`config.mk`:
```
export PLATFORM = sky130hd
export DESIGN_NAME = d_ff_pipe
export DESIGN_NICKNAME = d
export VERILOG_FILES = /design/src/rtl/d_ff_pipe.sv
export SDC_FILE = /design/constraint.sdc
export NUM_CORES = 1
export LEC_CHECK = 0
export CELL_PAD_IN_SITES_DETAIL_PLACEMENT = 0
export CELL_PAD_IN_SITES_GLOBAL_PLACEMENT = 1
export CORE_ASPECT_RATIO = 0.7
export CORE_MARGIN = 4
export CORE_UTILIZATION = 32
export CTS_BUF_LIST = sky130_fd_sc_hd__clkbuf_16
export CTS_CLUSTER_DIAMETER = 120
export DETAILED_ROUTE_END_ITERATION = 16
export PLACE_DENSITY = 0.77
export RECOVER_POWER = 50
export SYNTH_ARGS = -nofsm -noshare
export SYNTH_HDL_FRONTEND = slang
export SYNTH_SLANG_ARGS = --single-unit
```
`constraint.sdc`:
```
create_clock -name clk -period 1.65 [get_ports clk]
set_clock_uncertainty 0.05 [all_clocks]
set_input_delay 0.33 -clock clk [delete_from_list [all_inputs] [get_ports clk]]
set_output_delay 0.33 -clock clk [all_outputs]
set_load 0.05 [all_outputs]
```
`src/rtl/d_ff_pipe.sv`:
```
// rtl/d_ff_pipe.sv - WIDTH-bit, DEPTH-stage delay line with valid bits, stall, flush and occupancy count
module d_ff_pipe #(
  parameter int               WIDTH   = 8,
  parameter int               DEPTH   = 4,
  parameter logic [WIDTH-1:0] RST_VAL = '0
) (
  input  logic                       clk,
  input  logic                       rst,
  input  logic                       en,
  input  logic                       flush,
  input  logic [WIDTH-1:0]           d_in,
  input  logic                       d_valid,
  output logic [WIDTH-1:0]           q,
  output logic                       q_valid,
  output logic [WIDTH*DEPTH-1:0]     taps,
  output logic [$clog2(DEPTH+1)-1:0] occ
);

  localparam int OW = $clog2(DEPTH+1);

  logic [WIDTH-1:0] data_q [DEPTH];
  logic [WIDTH-1:0] data_d [DEPTH];
  logic [DEPTH-1:0] valid_q;
  logic [DEPTH-1:0] valid_d;
  logic [OW-1:0]    occ_q;
  logic [OW-1:0]    occ_d;

  // Next state: flush clears everything, en shifts one stage, otherwise hold.
  always_comb begin
    data_d  = data_q;
    valid_d = valid_q;
    occ_d   = occ_q;
    if (flush) begin
      for (int i = 0; i < DEPTH; i++) begin
        data_d[i] = RST_VAL;
      end
      valid_d = '0;
      occ_d   = '0;
    end else if (en) begin
      data_d[0]  = d_in;
      valid_d[0] = d_valid;
      for (int i = 1; i < DEPTH; i++) begin
        data_d[i]  = data_q[i-1];
        valid_d[i] = valid_q[i-1];
      end
      // One word may enter and one may leave; the count stays within 0..DEPTH.
      occ_d = occ_q + OW'(d_valid) - OW'(valid_q[DEPTH-1]);
    end
  end

  // Stage registers and occupancy counter, cleared immediately when rst falls.
  always_ff @(posedge clk or negedge rst) begin
    if (!rst) begin
      for (int i = 0; i < DEPTH; i++) begin
        data_q[i] <= RST_VAL;
      end
      valid_q <= '0;
      occ_q   <= '0;
    end else begin
      for (int i = 0; i < DEPTH; i++) begin
        data_q[i] <= data_d[i];
      end
      valid_q <= valid_d;
      occ_q   <= occ_d;
    end
  end

  // Raw stage contents exposed on the tap bus, stage i in slice i.
  for (genvar g = 0; g < DEPTH; g++) begin : g_taps
    assign taps[g*WIDTH +: WIDTH] = data_q[g];
  end

  assign q       = data_q[DEPTH-1];
  assign q_valid = valid_q[DEPTH-1];
  assign occ     = occ_q;

endmodule

```
Yosys cells after proc, flatten, opt, wreduce, memory -nomap -nowiden. Cells that the tools add are included.

Reduce and logical (&&, ||, !) cells: 1. Add/subtract/negate cells: 2. Muxes and demuxes: 6.

Operator list (count): $mux 32 (2); $mux 4 (2); $mux 3 (2); $add 3x1->3 (1); $sub 3x1->3 (1); $reduce_bool 2->1 (1).

Bits in registers: 39. Word-level logic and storage cells: 15. Output and inout port bits: 44.

Logic depth before layout (Yosys ltp).
Depth after elaboration: 4. Gate-level depth with buffers: 9.

Least setup slack after synthesis. Ideal clock, no wire load.

Path type: reg-to-reg. From: register occ_q[0] (netlist: occ[0]). To: register occ_q[2] (netlist: occ[2]). Path slack: -515 ps. Clock period less this slack: 2165 ps. Data required time: 1480 ps. Stages on the path, launching flop included: 10. Arrival: 1995 ps. Path through: dfrtp_1 > inv_1 > ha_1 > inv_1 > ha_1 > inv_1 > fa_1 > xor2_1 > a21oi_2 > a31o_1.

Longest elaborated chain between the ends: 4.

RTL lines: from (decl) (RTL line 25) `logic [OW-1:0] occ_q;`; from (signal assigned) (RTL line 58) `occ_q <= '0;`; from (signal assigned) (RTL line 64) `occ_q <= occ_d;`; $add 3x1->3 (RTL line 47) `occ_d = occ_q + OW'(d_valid) - OW'(valid_q[DEPTH-1]);`; $sub 3x1->3 (RTL line 47); $mux 3 (RTL line 39) `end else if (en) begin`; $mux 3 (RTL line 33) `if (flush) begin`.

Every way passes these cells. The select of a mux whose other input is x is not followed. A chain may end at the register's enable or synchronous reset.

Worst setup path after layout.
From: register valid_q[3]. To: register occ_q[2] (netlist: occ[2]).

Longest elaborated chain between the ends: 3.

RTL lines: from (decl) (RTL line 23) `logic [DEPTH-1:0] valid_q;`; from (signal assigned) (RTL line 63) `valid_q <= valid_d;`; $sub 3x1->3 (RTL line 47); $mux 3 (RTL line 39); $mux 3 (RTL line 33).

Every way passes these cells. The select of a mux whose other input is x is not followed.

==> flow_metrics.tcl <==
set metrics [dict create \
    power_density_nw_per_um2 828.7 \
    clock-root-buffer "clkbuf_16" \
    cts.sinks 39 \
    worstSetupPathType "flip-flop to flip-flop" \
    clk_pin_slew_ns 0.05 \
    ioPinCount 57 \
    max_freq_mhz 549.8 \
    core_area_sq_um 5258 \
    arrival_ns 1.93 \
    slew_viol_final 0 \
    slew_headroom_pct 61.90 \
    min_period_ns 1.819 \
    startpoint_type "flip-flop" \
    grt_use_total_pct 12.71 \
    seq_area_frac_synth_pct 55.91 \
    dr.first_iter.drc_count 48 \
    stdcell_area_sq_um 2771 \
    fin_nets 214 \
    hold_path_class "flip-flop to flip-flop" \
    dr.pass1.iters 3 \
    overflow 0 \
    netlist_instances 144 \
    p_sw_mw 0.5846 \
    die_area_sq_um 6719 \
    worst_slew_pin_slew_ns 0.5715 \
    hold_violations 0 \
    postCtsSetupRepairBufs 0 \
    multi_input_area_sq_um 639.4 \
    die_y_um 69.79 \
    combinationalPowerShare_pct 17.1 \
    p_leak_nw 1.358 \
    cts_buffers 5 \
    timing.critical_path.to_type "flip-flop" \
    regArea_sq_um 978.4 \
    rows 22 \
    viasPerCell 4.310 \
    final_cell_mix "nor2_1 (39), mux2i_1 (38), dfrtp_1 (37)" \
    die_w_um 96.27 \
    p_seq_share_pct 44.5 \
    fin_crit_sh_pct 110.2 \
    syn-num-nets 160 \
    gp_congestion 0.7084 \
    area_growth_pct 58.78 \
    netSwitchingFraction_pct 25.45 \
    layout_commonest_cell "nor2_1" \
    p_total_mw 2.297 \
    setup_ws_ns -0.1689 \
    ys_ff_latch 39 \
    place_area_sq_um 2616 \
    grt_antenna_before_repair 0 \
    cp_max_fo 2 \
    syn_area_sq_um 1745 \
    initial_utilization_pct 33.20 \
    grt_first_pass_wirelength_um 6472 \
    vias 1168 \
    synth_cell_type_count 15 \
    antenna_cells 0 \
    drtAntennaViolNets 0 \
    layout-drive-gt1-share_pct 33.67 \
    intPower_mw 1.712 \
    grt_pass1_vias 1253 \
    crit_required_ns 1.76 \
    fillers 455 \
    yosysWarnings 0 \
    dp_hpwl_um 2575 \
    violations "negative setup slack" \
    wirelength_um 3717 \
    dp_slack_ns -0.3401 \
    setup_viol 2 \
    peakVddDrop_v 0.0004139 \
    cts_buffer_depth 2 \
    grt_max_degree 41 \
    route.detailed.drc 0 \
    status "complete, but fails checks" \
    clkPwrFrac_pct 38.3 \
    rsz0062_at_grt "yes" \
    cap_violations 0 \
    synth_area_per_cell_sq_um 12.12 \
    port-buffer-count 56 \
    post_drt_wl_per_cell_um 13.72 \
    insertion_delay_ns 0.28 \
    htreeDepth 2 \
    cts_tree "built" \
]
registers in the layout, summed over array words and instances, names as in the netlist:
signal   cells
taps        24
occ          3
q            8
valid_q      4
layout make-up:
cell class / count / share of cell area (%)
Timing Repair Buffer: 64 / 32.82
Inverter: 4 / 0.6321
Clock inverter: 3 / 0.4063
Multi-Input combinational cell: 84 / 23.07
Tap cell: 72 / 3.251
Clock buffer: 5 / 4.515
Sequential cell: 39 / 35.30
critical path, stage by stage, from the launching register on:
cell,delay (ns)
dfrtp_2,0.43
ha_4,0.25
inv_4,0.05
ha_4,0.11
inv_2,0.03
fa_2,0.34
xor2_2,0.19
a21oi_2,0.08
a31o_1,0.18
cell families (layout without fill, tap and decap cells):
| kind of cell | count (synthesis) | count (layout) | share of synthesized area, % |
|---|---|---|---|
| AND/OR/NAND/NOR | 40 | 40 | 8.746 |
| adder cells (fa/ha/maj) | 3 | 3 | 2.580 |
| flip-flops | 39 | 39 | 55.91 |
| multiplexers | 38 | 38 | 21.79 |
| buffers and inverters | 21 | 76 | 9.462 |
| XOR/XNOR | 1 | 1 | 0.5019 |
| AO/OA/AOI/OAI | 2 | 2 | 1.004 |
synth_stat cells:
master,instances,area [sq um]
clkbuf_1,1,3.750
nand2b_1,1,6.260
buf_4,8,60.06
inv_1,4,15.01
buf_6,1,11.26
buf_2,3,15.01
dfrtp_1,39,975.9
ha_1,2,25.02
a21oi_2,1,8.760
nor2_1,39,146.4
mux2i_1,38,380.4
fa_1,1,20.02
buf_8,4,60.06
xor2_1,1,8.760
a31o_1,1,8.760
power groups by stage:
stage	registers, mW	clock network (mW)	logic, mW
3_3_place_gp	1.04	0	0.393
5_1_grt	1.03	0.976	0.423
2_1_floorplan	1.12	0	0.123
6_report	1.02	0.880	0.393
4_1_cts	1.02	0.909	0.407
3_5_place_dp	1.04	0	0.396
per-stage QoR:
stage | instances | util, % | TNS [ns] | hold slack, ns
after floorplan | 144 | - | -0.5902 | -0.01559
after global placement | 262 | 49.76 | -0.5219 | 0.1707
after detailed placement | 262 | 49.76 | -0.6100 | 0.1725
after CTS | 271 | 53.02 | -0.3620 | 0.4200
after global routing | 271 | 52.71 | -0.9337 | 0.5288
final | 271 | 52.71 | -0.2818 | 0.4780
worst paths after layout:
check	startpoint	end	slack, ns	depth (start not counted)
worst max-delay path	valid_q[3]$_DFFE_PN0P_	occ[2]$_DFFE_PN0P_	-0.17	8
worst min-delay path	valid_q[1]$_DFFE_PN0P_	valid_q[1]$_DFFE_PN0P_	0.48	2
worst max register to register	valid_q[3]$_DFFE_PN0P_	occ[2]$_DFFE_PN0P_	-0.17	8
worst min register to register	valid_q[1]$_DFFE_PN0P_	valid_q[1]$_DFFE_PN0P_	0.48	2
max in group asynchronous	rst	valid_q[3]$_DFFE_PN0P_	0.16	3
min in group asynchronous	rst	taps[2]$_DFFE_PN0P_	0.51	2
what timing repair did:
item	4_1_cts	5_1_grt
endpoints found under the setup margin	2	2
hold endpoints to repair	10	0
pin swaps	4	5
gates resized for setup	6	1
hold buffers	1	0
layer usage:
metal,track usage (%),up-vias,wire length [um]
met5,0,-,0
met4,3.785,0,29
met3,6.833,2,335
met2,17.90,31,1702
met1,16.67,567,1650
li1,-,568,-
Note: power is estimated with default switching activity, not from simulation.
